**config.mk**
```make
export PLATFORM = sky130hd
export DESIGN_NAME = vga_timing_gen_flat
export DESIGN_NICKNAME = d
export VERILOG_FILES = /design/src/rtl/vga_timing_gen_if.sv /design/src/rtl/vga_timing_gen.sv /design/src/flat_wrapper.sv
export SDC_FILE = /design/constraint.sdc
export NUM_CORES = 1
export LEC_CHECK = 0
export CORE_ASPECT_RATIO = 0.8
export CORE_MARGIN = 2
export CORE_UTILIZATION = 45
export CTS_BUF_LIST = sky130_fd_sc_hd__clkbuf_16
export DETAILED_ROUTE_END_ITERATION = 7
export PLACE_DENSITY = 0.76
export SLEW_MARGIN = 20
export SYNTH_ARGS = -nofsm -noshare
export SYNTH_HDL_FRONTEND = slang
export SYNTH_SLANG_ARGS = --single-unit
```
**constraint.sdc**
```tcl
create_clock -name clk_in -period 3.55 [get_ports clk_in]
set_input_delay 0.8875 -clock clk_in [delete_from_list [all_inputs] [get_ports clk_in]]
set_output_delay 0.8875 -clock clk_in [all_outputs]
set_load 0.1 [all_outputs]
```
**src/rtl/vga_timing_gen_if.sv**
```systemverilog
// Pixel-source and DAC-side signals of the VGA timing generator.
// The generator drives the master modport; the pixel source / display side uses slave.
interface vga_timing_gen_if;
    logic [23:0] color_in;
    logic [9:0]  next_x;
    logic [9:0]  next_y;
    logic        vga_clk;
    logic        vga_hs;
    logic        vga_vs;
    logic        vga_blank_n;
    logic [7:0]  vga_r;
    logic [7:0]  vga_g;
    logic [7:0]  vga_b;
    logic        frame_start;

    modport master (
        input  color_in,
        output next_x, next_y, vga_clk, vga_hs, vga_vs, vga_blank_n,
        output vga_r, vga_g, vga_b, frame_start
    );

    modport slave (
        output color_in,
        input  next_x, next_y, vga_clk, vga_hs, vga_vs, vga_blank_n,
        input  vga_r, vga_g, vga_b, frame_start
    );
endinterface

```
**src/rtl/vga_timing_gen.sv**
```systemverilog
// VGA raster timing: pixel tick at clk_in/2, h/v counters, registered syncs, blanking and colour,
// plus combinational next-pixel lookahead for the colour source. Totals must fit in 10 bits.
module vga_timing_gen #(
    parameter int H_ACTIVE = 640,
    parameter int H_FP     = 16,
    parameter int H_SYNC   = 96,
    parameter int H_BP     = 48,
    parameter int V_ACTIVE = 480,
    parameter int V_FP     = 10,
    parameter int V_SYNC   = 2,
    parameter int V_BP     = 33
) (
    input  logic              clk_in,
    input  logic              reset_n,
    vga_timing_gen_if.master  vga
);

    localparam int H_TOTAL = H_ACTIVE + H_FP + H_SYNC + H_BP;
    localparam int V_TOTAL = V_ACTIVE + V_FP + V_SYNC + V_BP;

    localparam logic [9:0] H_ACT    = 10'(H_ACTIVE);
    localparam logic [9:0] H_ACT_M1 = 10'(H_ACTIVE - 1);
    localparam logic [9:0] H_LAST   = 10'(H_TOTAL - 1);
    localparam logic [9:0] HS_BEG   = 10'(H_ACTIVE + H_FP);
    localparam logic [9:0] HS_END   = 10'(H_ACTIVE + H_FP + H_SYNC - 1);
    localparam logic [9:0] V_ACT    = 10'(V_ACTIVE);
    localparam logic [9:0] V_LAST   = 10'(V_TOTAL - 1);
    localparam logic [9:0] VS_BEG   = 10'(V_ACTIVE + V_FP);
    localparam logic [9:0] VS_END   = 10'(V_ACTIVE + V_FP + V_SYNC - 1);

    logic        pix_tick_q;
    logic        vga_clk_q;
    logic [9:0]  h_cnt_q, h_cnt_d;
    logic [9:0]  v_cnt_q, v_cnt_d;
    logic        hs_q, hs_d;
    logic        vs_q, vs_d;
    logic        blank_n_q, blank_n_d;
    logic [23:0] rgb_q, rgb_d;
    logic        frame_start_q, frame_start_d;
    logic [9:0]  next_row;

    always_comb begin
        h_cnt_d = h_cnt_q;
        v_cnt_d = v_cnt_q;
        if (pix_tick_q) begin
            if (h_cnt_q == H_LAST) begin
                h_cnt_d = '0;
                v_cnt_d = (v_cnt_q == V_LAST) ? '0 : v_cnt_q + 10'd1;
            end else begin
                h_cnt_d = h_cnt_q + 10'd1;
            end
        end
    end

    // Registered outputs describe the pixel at the counters as they stand on the tick edge.
    always_comb begin
        blank_n_d     = (h_cnt_q < H_ACT) && (v_cnt_q < V_ACT);
        hs_d          = !((h_cnt_q >= HS_BEG) && (h_cnt_q <= HS_END));
        vs_d          = !((v_cnt_q >= VS_BEG) && (v_cnt_q <= VS_END));
        rgb_d         = blank_n_d ? vga.color_in : 24'h0;
        frame_start_d = pix_tick_q && (h_cnt_q == 10'd0) && (v_cnt_q == 10'd0);
    end

    always_ff @(posedge clk_in or negedge reset_n) begin
        if (!reset_n) begin
            pix_tick_q    <= 1'b0;
            vga_clk_q     <= 1'b0;
            h_cnt_q       <= '0;
            v_cnt_q       <= '0;
            hs_q          <= 1'b1;
            vs_q          <= 1'b1;
            blank_n_q     <= 1'b0;
            rgb_q         <= '0;
            frame_start_q <= 1'b0;
        end else begin
            pix_tick_q    <= ~pix_tick_q;
            vga_clk_q     <= ~pix_tick_q;
            h_cnt_q       <= h_cnt_d;
            v_cnt_q       <= v_cnt_d;
            frame_start_q <= frame_start_d;
            if (pix_tick_q) begin
                hs_q      <= hs_d;
                vs_q      <= vs_d;
                blank_n_q <= blank_n_d;
                rgb_q     <= rgb_d;
            end
        end
    end

    // Lookahead row follows the line wrap, and reads 0 whenever it falls in vertical blanking.
    always_comb begin
        if (h_cnt_q == H_LAST) begin
            next_row = (v_cnt_q == V_LAST) ? 10'd0 : v_cnt_q + 10'd1;
        end else begin
            next_row = v_cnt_q;
        end
    end

    assign vga.next_x      = (h_cnt_q < H_ACT_M1) ? h_cnt_q + 10'd1 : 10'd0;
    assign vga.next_y      = (next_row < V_ACT) ? next_row : 10'd0;
    assign vga.vga_clk     = vga_clk_q;
    assign vga.vga_hs      = hs_q;
    assign vga.vga_vs      = vs_q;
    assign vga.vga_blank_n = blank_n_q;
    assign vga.vga_r       = rgb_q[23:16];
    assign vga.vga_g       = rgb_q[15:8];
    assign vga.vga_b       = rgb_q[7:0];
    assign vga.frame_start = frame_start_q;

endmodule

```
**src/flat_wrapper.sv**
```systemverilog
// flat-port wrapper written by rule: the top's interface ports become plain ports
module vga_timing_gen_flat 
#(
    parameter int H_ACTIVE = 640,
    parameter int H_FP     = 16,
    parameter int H_SYNC   = 96,
    parameter int H_BP     = 48,
    parameter int V_ACTIVE = 480,
    parameter int V_FP     = 10,
    parameter int V_SYNC   = 2,
    parameter int V_BP     = 33
)
  (clk_in, reset_n, vga_color_in, vga_next_x, vga_next_y, vga_vga_clk, vga_vga_hs, vga_vga_vs, vga_vga_blank_n, vga_vga_r, vga_vga_g, vga_vga_b, vga_frame_start);
  vga_timing_gen_if vga_i ();
  input  logic clk_in;
  input  logic reset_n;
  input wire logic [$bits(vga_i.color_in)-1:0] vga_color_in;
  output wire logic [$bits(vga_i.next_x)-1:0] vga_next_x;
  output wire logic [$bits(vga_i.next_y)-1:0] vga_next_y;
  output wire logic [$bits(vga_i.vga_clk)-1:0] vga_vga_clk;
  output wire logic [$bits(vga_i.vga_hs)-1:0] vga_vga_hs;
  output wire logic [$bits(vga_i.vga_vs)-1:0] vga_vga_vs;
  output wire logic [$bits(vga_i.vga_blank_n)-1:0] vga_vga_blank_n;
  output wire logic [$bits(vga_i.vga_r)-1:0] vga_vga_r;
  output wire logic [$bits(vga_i.vga_g)-1:0] vga_vga_g;
  output wire logic [$bits(vga_i.vga_b)-1:0] vga_vga_b;
  output wire logic [$bits(vga_i.frame_start)-1:0] vga_frame_start;
  assign vga_i.color_in = vga_color_in;
  assign vga_next_x = vga_i.next_x;
  assign vga_next_y = vga_i.next_y;
  assign vga_vga_clk = vga_i.vga_clk;
  assign vga_vga_hs = vga_i.vga_hs;
  assign vga_vga_vs = vga_i.vga_vs;
  assign vga_vga_blank_n = vga_i.vga_blank_n;
  assign vga_vga_r = vga_i.vga_r;
  assign vga_vga_g = vga_i.vga_g;
  assign vga_vga_b = vga_i.vga_b;
  assign vga_frame_start = vga_i.frame_start;
  vga_timing_gen #(.H_ACTIVE(H_ACTIVE), .H_FP(H_FP), .H_SYNC(H_SYNC), .H_BP(H_BP), .V_ACTIVE(V_ACTIVE), .V_FP(V_FP), .V_SYNC(V_SYNC), .V_BP(V_BP)) u_core (.clk_in(clk_in), .reset_n(reset_n), .vga(vga_i));
endmodule
```
==> results.md <==
STA:
- For this run, the top clock speed supported by timing is 0.2813 GHz.
- The final cycle utilization of the critical path is 100.1%.
- Measured against its own limit, the worst slew margin works out to 58.90%.
- The worst clock skew is 0.003793 ns.
- Setup violations remaining at the end of the flow were counted as 1.
- The number of pins exceeding their max-slew limit in the final report is 0.
- The final hold violation count is 0.
- The minimum clock period is 3.555 ns.
- For the pin with the worst max-slew slack, the measured transition is 0.6165 ns.
- The final setup TNS is -0.004700 ns.
- Setup repair after global routing could not meet its margin everywhere.
- In the post-route analysis, the smallest setup slack over all paths is -0.004700 ns.

Yosys:
- The most used flip-flop cell after synthesis is dfrtp_1.
- Summing the sequential cell areas from Yosys gives 46.36% of the chip area.
- Counting flops with an async set or reset pin after synthesis yields a share of 100.0%.
- In this run the cell area of the synthesized design comes to 2650 um2.
- The cell count after synthesis came out at between 200 and 300.
- During synthesis, Yosys emitted a total of 0 warnings.
- The synthesized netlist contains 46 unique library cells.
- Counting every net in the synthesized netlist gives 307.
- The number of enable flip-flop cells after synthesis is 0.
- Averaged over all synthesized cells, the footprint is 9.567 um2.
- The number of flip-flops and latches in the synthesized netlist is 49.

Final layout:
- The diode insertion count for antenna repair is 0.
- Cells fill between 70% and 80% of the core in the end.
- Leaving out fill and tap cells, the most frequent cell in the layout is buf_4.
- The share of cells above drive strength 1 is about a third.
- In the layout the commonest cells are 54 x buf_4, 45 x dfrtp_1, 24 x a22o_1, 24 x clkdlybuf4s50_1, 22 x nand2_1.
- The filler cell count in the final layout is about 400.
- Relative to the synthesized area, the layout overhead comes to 49.95%.
- In the final design database the tool counted ~380 nets.

Routing:
- Using the TritonRoute via totals, the vias-per-cell ratio works out to roughly 5.5.
- The starting DRC count in detailed routing is 189.
- The total wirelength of the detailed-routed design is 7058 um.
- After detailed routing, the average wire length per cell comes to 16.34 um.
- The count of nets left with antenna violations once routing finished came out at 0.
- The detailed-route via count is 2370.
- The post-route DRC violation count is 0.
- The number of search-and-repair iterations in the first detailed-routing pass is 4.

Pwr:
- Across the VDD grid, the largest voltage drop is between 0.2 and 0.25 mV.
- For this design the static power due to leakage is 1.731 nW.
- The final total power is around 1.2 mW.
- Dividing total power by cell area gives a power density of 306.5 nW/um2.

Setup path:
- The launching instance or port of the critical path is u_core.v_cnt_q[1].
- The endpoint of the worst setup timing path is vga_next_y[5].
- The worst register-to-register path ends at u_core.v_cnt_q[1].
- Data arrives at the worst endpoint at 2.67 ns.
- The type of element launching the critical path is a register.
- The startpoint identified for the worst register-to-register timing path is u_core.v_cnt_q[1].
- The worst register-to-register path has a depth of 7.
- The peak fanout along the critical path is 5.
- The minimum setup slack among reg-to-reg paths is 1.46 ns.
- The critical path data required time is approximately 2.7 ns.
- The worst setup path is of the register to primary output kind.
- The category of the worst setup path capture point is a primary output.

Global route:
- The met2 usage is 29.63%.
- met1 is the most crowded layer.
- The sum of overflow across all layers after global routing is 0.
- In the global route stage, met3 resource usage came out at a little over 5%.
- The initial antenna violation count is 0.
- The first global-routing pass estimated 11190 um of wire.
- Global routing used 21.35% of the available tracks across all layers.
- Entering global routing, the biggest net connects 50 pins.
- The number of global-route vias before repair came to 2136.
- Global routing consumed, on the met1 layer, 34.28% of the routing resources.

Clock network:
- The clock-pin transition on the worst setup and hold timing paths is 0.06 ns.
- The clock insertion delay at the later pin of the skew report is 0.28 ns.
- The number of clock buffers added by TritonCTS is 5.
- The cell sitting at the root of the clock tree is a clkbuf_16.
- The TritonCTS sink count is 49.
- The CTS tree is built.
- The H-tree was split into 2 levels.
- No sink is reached through more buffers than the 2 on the longest clock path.
- The number of buffers inserted by hold repair at cts is 0.

Worst hold path:
- The path class of the tightest hold or removal check is register to register.

Outcome:
- The flow ran to the end, but the final reports show violations.
- The final reports fail on setup timing.

Floorplanning:
- The die covers 6523 um2.
- After floorplanning, the core was sized to cover 5555 um2.
- The floorplan die width is about 90 um.
- After floorplanning, the core was divided into 24 placement rows.
- The number of primary I/O pins is 75.
- The initial utilization of the core area, before any placement, comes to 47.70%.
- The die boundary height is just over 70 um.

Placement:
- Routability-driven placement finished with a final weighted congestion of 0.9271.
- The minimum setup slack after placement is 0.2010 ns.
- The number of buffers added on ports is 73.
- The wire-length estimate of the detail-placed layout is slightly below 5000 um.

Flow run:
- The tool flagged a number of max-cap violations equal to 0.
-- logic make-up (layout without fill, tap and decap cells) --
family                     count (synthesis)  after routing  share of synthesized area (%)
and+or+nand+nor                          105            105                          21.20
xor gates and xnor gates                  22             22                          7.271
buffers and inverters                     36            113                          5.854
AOI/OAI and AO/OA                         57             57                          16.10
muxes                                      3              3                          1.180
adders and majority gates                  4              4                          1.889
other                                      1              1                         0.1415
DFF                                       49             49                          46.36
-- worst min path at each step --
stage               slack [ns]                     end                   start  cells past startpoint
finish                    0.49  u_core.vga.vga_blank_n  u_core.vga.vga_blank_n                      1
detailed placement        0.48  u_core.vga.vga_blank_n  u_core.vga.vga_blank_n                      1
floorplan                 0.50       u_core.v_cnt_q[7]       u_core.v_cnt_q[7]                      1
CTS                       0.49  u_core.vga.vga_blank_n  u_core.vga.vga_blank_n                      1
global route              0.53         u_core.rgb_q[8]         u_core.rgb_q[8]                      1
global placement          0.48  u_core.vga.vga_blank_n  u_core.vga.vga_blank_n                      1
-- repair_timing --
action / 4_1_cts / 5_1_grt
gates resized for setup: 6 / 11
pin swaps: 2 / 6
endpoints found under the setup margin: 13 / 9
buffers inserted: 0 / 6
-- power breakdown --
part / switching [mW] / total [mW] / internal, mW
clock: 0.195 / 0.454 / 0.258
combinational: 0.134 / 0.185 / 0.0508
sequential: 0.00744 / 0.580 / 0.572
total: 0.337 / 1.22 / 0.881
-- routing by layer --
layer,routed length [um],vias up,part of all wire [%]
met5,0,-,0
li1,-,1135,-
met3,562,4,8.0
met4,38,0,0.54
met2,3020,94,43
met1,3437,1137,49
-- sequential cells by signal, indices dropped and copies added (netlist names) --
signal,flops
u_core.rgb_q,24
u_core.h_cnt_q,10
u_core.v_cnt_q,10
u_core.pix_tick_q,1
u_core.vga.frame_start,1
u_core.vga.vga_blank_n,1
u_core.vga.vga_hs,1
u_core.vga.vga_vs,1
-- critical path, cell delays in order (launching register included) --
cell	delay, ns
dfrtp_1	0.41
inv_2	0.10
ha_4	0.12
or4b_4	0.46
or4_4	0.52
o22ai_4	0.22
nor2_4	0.11
nor3_4	0.24
buf_12	0.20
-- layout make-up --
class | count | area [um2] | area share, %
Clock buffer | 5 | 125.1 | 3.149
Clock inverter | 3 | 18.77 | 0.4723
Inverter | 7 | 26.28 | 0.6612
Multi-Input combinational cell | 192 | 1429 | 35.96
Sequential cell | 49 | 1231 | 30.98
Tap cell | 78 | 97.59 | 2.456
Timing Repair Buffer | 98 | 1046 | 26.32
-- Yosys cell counts (2+ instances only) --
library cell  number  area (um2)
a22o_1            24       210.2
nor2b_1            2       12.51
nand2_1           22       82.58
xor2_1             9       78.83
nand4_1            7       43.79
nor4bb_1           2       20.02
a21oi_1            5       25.02
dfrtp_1           47        1176
o31ai_1            5       37.54
a31oi_1            3       18.77
dfstp_2            2       52.55
inv_1              6       22.52
buf_2              4       20.02
o21ai_0           13       65.06
ha_1               4       50.05
nand3_1           14       70.07
buf_4              2       15.01
clkbuf_1          21       78.83
a21o_1             2       15.01
mux2i_1            2       20.02
xnor2_1           13       113.9
and3_1             8       50.05
nor3_1            15       75.07
nor2_1            19       71.32
and4_1             2       17.52
nor4_1             4       25.02
-- stage by stage --
stage          cells  hold slack [ns]  cell area [um2]
2_1_floorplan    277           0.4988             2735
3_3_place_gp     418           0.4759             3690
3_5_place_dp     418           0.4785             3699
4_1_cts          426           0.4929             3876
5_1_grt          432           0.5251             3974
6_report         432           0.4889             3974
No activity file was read; power rests on OpenSTA's default activity.
